## config.mk

```make
export PLATFORM = sky130hd
export DESIGN_NAME = btn_event_decoder
export DESIGN_NICKNAME = d
export VERILOG_FILES = /design/src/rtl/btn_event_decoder.sv
export SDC_FILE = /design/constraint.sdc
export NUM_CORES = 1
export LEC_CHECK = 0
export CORE_UTILIZATION = 36
export CTS_CLUSTER_SIZE = 14
export DETAILED_ROUTE_END_ITERATION = 10
export GPL_TIMING_DRIVEN = 0
export PLACE_DENSITY = 0.65
export SETUP_SLACK_MARGIN = 0.05
export SYNTH_ARGS = -nofsm -noshare
export SYNTH_HDL_FRONTEND = slang
export SYNTH_SLANG_ARGS = --single-unit
```

## constraint.sdc

```tcl
create_clock -name iClk -period 2 [get_ports iClk]
set_input_delay 0.4 -clock iClk [delete_from_list [all_inputs] [get_ports iClk]]
set_output_delay 0.4 -clock iClk [all_outputs]
set_load 0.1 [all_outputs]
```

## src/rtl/btn_event_decoder.sv

```systemverilog
// btn_event_decoder: turns a debounced button level into short/long/repeat/double-click pulses
// Define BTN_DCLICK_EN to compile in double-click detection (GAP/DHOLD states).
module btn_event_decoder #(
  parameter int P_CLK_HZ    = 100000000,
  parameter int P_LONG_MS   = 1000,
  parameter int P_REPEAT_MS = 200,
  parameter int P_DCLICK_MS = 300
) (
  input  logic iClk,
  input  logic iRst,
  input  logic iBtn,
  output logic oHeld,
  output logic oShortPress,
  output logic oLongPress,
  output logic oRepeat,
  output logic oDoubleClick
);
  localparam int CPM      = P_CLK_HZ / 1000;
  localparam int LONG_CYC = CPM * P_LONG_MS;
  localparam int REP_CYC  = CPM * P_REPEAT_MS;
`ifdef BTN_DCLICK_EN
  localparam int GAP_CYC  = CPM * P_DCLICK_MS;
  localparam int MAX_LR   = (LONG_CYC > REP_CYC) ? LONG_CYC : REP_CYC;
  localparam int MAX_CYC  = (MAX_LR > GAP_CYC) ? MAX_LR : GAP_CYC;
`else
  localparam int MAX_CYC  = (LONG_CYC > REP_CYC) ? LONG_CYC : REP_CYC;
`endif
  localparam int CW = (MAX_CYC > 1) ? $clog2(MAX_CYC) : 1;
  localparam logic [CW-1:0] LONG_END = CW'(LONG_CYC - 1);
  localparam logic [CW-1:0] REP_END  = CW'(REP_CYC - 1);
`ifdef BTN_DCLICK_EN
  localparam logic [CW-1:0] GAP_END  = CW'(GAP_CYC - 1);
`endif
  localparam logic [2:0] S_LOCK  = 3'd0;
  localparam logic [2:0] S_IDLE  = 3'd1;
  localparam logic [2:0] S_PRESS = 3'd2;
  localparam logic [2:0] S_LONG  = 3'd3;
`ifdef BTN_DCLICK_EN
  localparam logic [2:0] S_GAP   = 3'd4;
  localparam logic [2:0] S_DHOLD = 3'd5;
`endif

  if (P_LONG_MS < 1 || P_REPEAT_MS < 1 || P_DCLICK_MS < 1 || CPM < 1) begin : g_param_err
    $error("btn_event_decoder: timing parameters must be >= 1");
  end

  logic [2:0]    state_q, state_d;
  logic [CW-1:0] cnt_q, cnt_d;
  logic          held_q, held_d;
  logic          short_q, short_d;
  logic          long_q, long_d;
  logic          rep_q, rep_d;
`ifdef BTN_DCLICK_EN
  logic          dclick_q, dclick_d;
`endif

  // Next state, hold counter and the single event pulse due at the next edge
  always_comb begin
    state_d = state_q;
    cnt_d   = cnt_q;
    short_d = 1'b0;
    long_d  = 1'b0;
    rep_d   = 1'b0;
`ifdef BTN_DCLICK_EN
    dclick_d = 1'b0;
`endif
    case (state_q)
      S_LOCK: state_d = iBtn ? S_LOCK : S_IDLE;
      S_IDLE: state_d = iBtn ? S_PRESS : S_IDLE;
      S_PRESS:
        if (cnt_q == LONG_END) begin
          long_d  = 1'b1;
          state_d = iBtn ? S_LONG : S_IDLE;
        end else if (!iBtn) begin
`ifdef BTN_DCLICK_EN
          state_d = S_GAP;
`else
          short_d = 1'b1;
          state_d = S_IDLE;
`endif
        end else cnt_d = cnt_q + CW'(1);
      S_LONG:
        if (!iBtn) state_d = S_IDLE;
        else if (cnt_q == REP_END) begin
          rep_d = 1'b1;
          cnt_d = '0;
        end else cnt_d = cnt_q + CW'(1);
`ifdef BTN_DCLICK_EN
      S_GAP:
        if (cnt_q == GAP_END) begin
          short_d = 1'b1;
          state_d = S_IDLE;
        end else if (iBtn) begin
          dclick_d = 1'b1;
          state_d  = S_DHOLD;
        end else cnt_d = cnt_q + CW'(1);
      S_DHOLD: state_d = iBtn ? S_DHOLD : S_IDLE;
`endif
      default: state_d = S_LOCK;
    endcase
    if (state_d != state_q) cnt_d = '0;
    held_d = (state_d == S_PRESS) || (state_d == S_LONG);
`ifdef BTN_DCLICK_EN
    held_d = held_d || (state_d == S_DHOLD);
`endif
  end

  // State, counter and registered outputs; reset drops any pending pulse
  always_ff @(posedge iClk or negedge iRst) begin
    if (!iRst) begin
      state_q <= S_LOCK;
      cnt_q   <= '0;
      held_q  <= 1'b0;
      short_q <= 1'b0;
      long_q  <= 1'b0;
      rep_q   <= 1'b0;
`ifdef BTN_DCLICK_EN
      dclick_q <= 1'b0;
`endif
    end else begin
      state_q <= state_d;
      cnt_q   <= cnt_d;
      held_q  <= held_d;
      short_q <= short_d;
      long_q  <= long_d;
      rep_q   <= rep_d;
`ifdef BTN_DCLICK_EN
      dclick_q <= dclick_d;
`endif
    end
  end

  assign oHeld       = held_q;
  assign oShortPress = short_q;
  assign oLongPress  = long_q;
  assign oRepeat     = rep_q;
`ifdef BTN_DCLICK_EN
  assign oDoubleClick = dclick_q;
`else
  assign oDoubleClick = 1'b0;
`endif
endmodule
```

==> results.yml, run 1 <==
synth:
  ys.flop_type: "dfrtp_1"
  synthArstFlopShare_pct: 100
  synth.distinct_cells: 54
  synth_top_area_share_pct: 37.5
  syn_avg_cell_area_um2: 9.38
  ys_warn_count: 0
  yosysMostFrequentCell: "dfrtp_1"
  synth_cells: 242
  synth_area_mm2: 0.00227
  synth_edf_count: 0
  synth.area.top_cells: "dfrtp_1 37%, o32ai_1 4.2%, nand3_1 4.2%, a211oi_1 3.3%, o211ai_1 3.3%"
  ys_ff_latch: 34
  ys_top_cells_by_count: "34 x dfrtp_1, 19 x nand3_1, 14 x nand2_1"
  yosysSeqAreaShare_pct: 37.5
  synth_largest_area_cell: "dfrtp_1"
floorplan:
  io_pins: 8
  std_cell_rows: 28
  initial_core_util_pct: 37.9
  die_x_um: 81.4
  core-area_mm2: 0.00599
  die_y_um: 81.4
  fp.dieArea_mm2: 0.00663
worst_setup_path:
  path_buf_inv: 0
  cp-start-kind: "register"
  crit_start: "cnt_q[23]"
  crit_end: "cnt_q[19]"
  r2r-start: "cnt_q[23]"
  crit_required_ns: 2.23
  crit_arrival_ns: 2.35
  slowest_delay_ns: 0.48
  cp_top_family: "simple AND/OR/NAND/NOR gates"
  rrSetupSlack_ns: -0.12
  endpoint_kind: "register"
  worstSetupPathType: "reg -> reg"
  cp.depth: 5
  r2r_cells: 5
  critPathMaxFanout: 6
  rr_endpoint: "cnt_q[19]"
  worstPathCellList: "nand4_1 > or3_4 > or4_4 > nand2_1 > o221a_1"
  critPathSlowestCell: "or4_4"
finish:
  fillerInstances: 527
  final_cells: 361
  layout.nets: 289
  finalInstanceArea_mm2: 0.00308
  multi_input_area_mm2: 0.00148
  drive_gt1_share_pct: 42.3
  utilization_pct: 51.4
  seqCellArea_um2: 860
  area_growth_pct: 35.7
  antenna_cells: 0
power_and_ir_drop:
  p_comb_share_pct: 6.7
  vdd_ir_drop_max_mv: 0.322
  switching_power_uw: 356
  p_per_area_mw_per_mm2: 520
  p_leak_nw: 1.09
  power.internal_mw: 1.25
  total_power_mw: 1.60
  sw_frac_of_total_pct: 22.2
  seqPwrFrac_pct: 43.5
  pwr-share-clk_pct: 49.8
clock_network:
  cts_root_buffer: "clkbuf_8"
  numCtsBuffers: 5
  clk_latency_ns: 0.29
  clk_pin_slew_ns: 0.07
  clock_sink_count: 34
  clockBufferDepth: 2
  cts_tree: "built"
  htreeDepth: 2
placement:
  portBuffers: 6
  placed_area_mm2: 0.00244
  place_congestion: 0.977
  hpwl_mm: 4.64
  dp_cells: 324
  place_worst_setup_slack_ns: -0.587
global_routing:
  grt_pass1_wl_mm: 12.2
  grt-busiest-layer: "met2"
  grt_overflow: 0
  antenna_found_initial: 0
  use_met3_pct: 4.27
  grt_usage_pct: 25.2
  grt_util_met2_pct: 39.0
  grt_max_degree: 35
  grt_pass1_vias: 2236
  use_met1_pct: 33.8
route:
  vias: 2397
  post_drt_wl_per_cell_um: 21.7
  final_antenna_net_count: 0
  drtIter0Drc: 257
  dr.pass1.iters: 5
  drt-vias-per-instance: 6.64
  drc_errors: 0
  routed_wl_mm: 7.82
timing:
  final.setup.worst_slack_ns: -0.115
  relSlewSlack_pct: 36.2
  period_needed_ns: 2.12
  timing_hold_violations_final: 0
  fin_crit_sh_pct: 106
  worst_slew_pin_slew_ns: 0.961
  max_freq_mhz: 473
  hold_ws_ns: 0.189
  skew_ns: 0.00606
  finalSetupTns_ns: -1.38
  setup_violations: 22
  rsz0062_at_grt: "yes"
  slew_viol_final: 0
run_status:
  violations: "negative setup slack"
  status: "complete, but fails checks"
min_path:
  hold_class: "in -> async"
job:
  cap_violations: 0
-- area by class of cell --
type	instances	area share, %
multi-input cells	183	47.9
flip-flops and latches	34	27.9
repair buffers	36	10.6
plain buffers	19	5.16
well taps	75	3.05
clock buffers	6	2.68
clock inverters	2	1.95
inverters	6	0.731
-- logic make-up after synthesis --
kind of cell / after synthesis / share of synthesized area, %
adders and majority gates: 1 / 0.551
DFF: 34 / 37.5
muxes: 1 / 0.441
xor gates and xnor gates: 1 / 0.386
and+or+nand+nor: 112 / 30.2
AOI/OAI and AO/OA: 66 / 24.8
other: 1 / 0.165
buffers and inverters: 26 / 6.01
-- sequential cells by signal, indices dropped and copies added (netlist names) --
signal,flops
cnt_q,27
oHeld,1
oLongPress,1
oRepeat,1
oShortPress,1
state_q,3
-- routing by layer --
metal	routed length (um)	vias to the layer above
li1	-	1045
met3	679	30
met4	304	0
met5	0	-
met1	3170	1194
met2	3670	128
-- worst min-delay path by stage --
stage	start	to	depth (start not counted)
after CTS	iRst	oLongPress	1
after global routing	iRst	state_q[1]	1
final	iRst	state_q[2]	1
after floorplan	iRst	cnt_q[0]	0
after global placement	state_q[2]	state_q[0]	1
after detailed placement	state_q[2]	state_q[0]	1
-- layout by cell type (no fill, tap or decap), types with 3 or more instances in the layout --
master and instances:
a21oi_1 6, a211oi_2 10, nor2_1 7, o211ai_2 3
dlygate4sd2_1 4, nand2_1 14, nand3_2 8, clkbuf_8 6
and4_1 3, a211oi_1 5, nand4_1 10, nor4_1 6
o211ai_1 10, nand3_1 12, or4_4 3, dfrtp_2 7
o32ai_1 11, buf_2 5, or2_2 6, buf_4 24
inv_1 5, nor4_4 3, buf_6 12, a32o_1 3
dfrtp_1 27, nor3_1 10, and3_1 3
-- timing repair --
item	CTS	global route
pin swaps	12	9
gates cloned	1	1
hold buffers	0	0
buffers inserted	22	6
resized for setup	44	34
endpoints found under the setup margin	32	30
-- power by group through the flow --
| stage | clock [mW] | combinational, mW | sequential [mW] |
|---|---|---|---|
| floorplan | 0 | 0.0480 | 0.715 |
| CTS | 0.817 | 0.102 | 0.695 |
| finish | 0.798 | 0.108 | 0.696 |
| global placement | 0 | 0.0948 | 0.709 |
| global route | 0.844 | 0.116 | 0.696 |
| detailed placement | 0 | 0.0950 | 0.709 |
-- worst register-to-register path, cell delays in order (launching register included) --
cell	delay (ns)
dfrtp_1	0.43
nand4_1	0.22
or3_4	0.40
or4_4	0.48
nand2_1	0.29
o221a_1	0.24
Note: power is estimated with default switching activity, not from simulation.
==> inputs of run 2 (changes only) <==
--- a/config.mk
+++ b/config.mk
@@ -11,6 +11,7 @@
 export GPL_TIMING_DRIVEN = 0
 export PLACE_DENSITY = 0.65
 export SETUP_SLACK_MARGIN = 0.05
+export SLEW_MARGIN = 10
 export SYNTH_ARGS = -nofsm -noshare
 export SYNTH_HDL_FRONTEND = slang
 export SYNTH_SLANG_ARGS = --single-unit
==> results of run 2 <==
Final layout, timing and power as in run 1 (identical DEF).
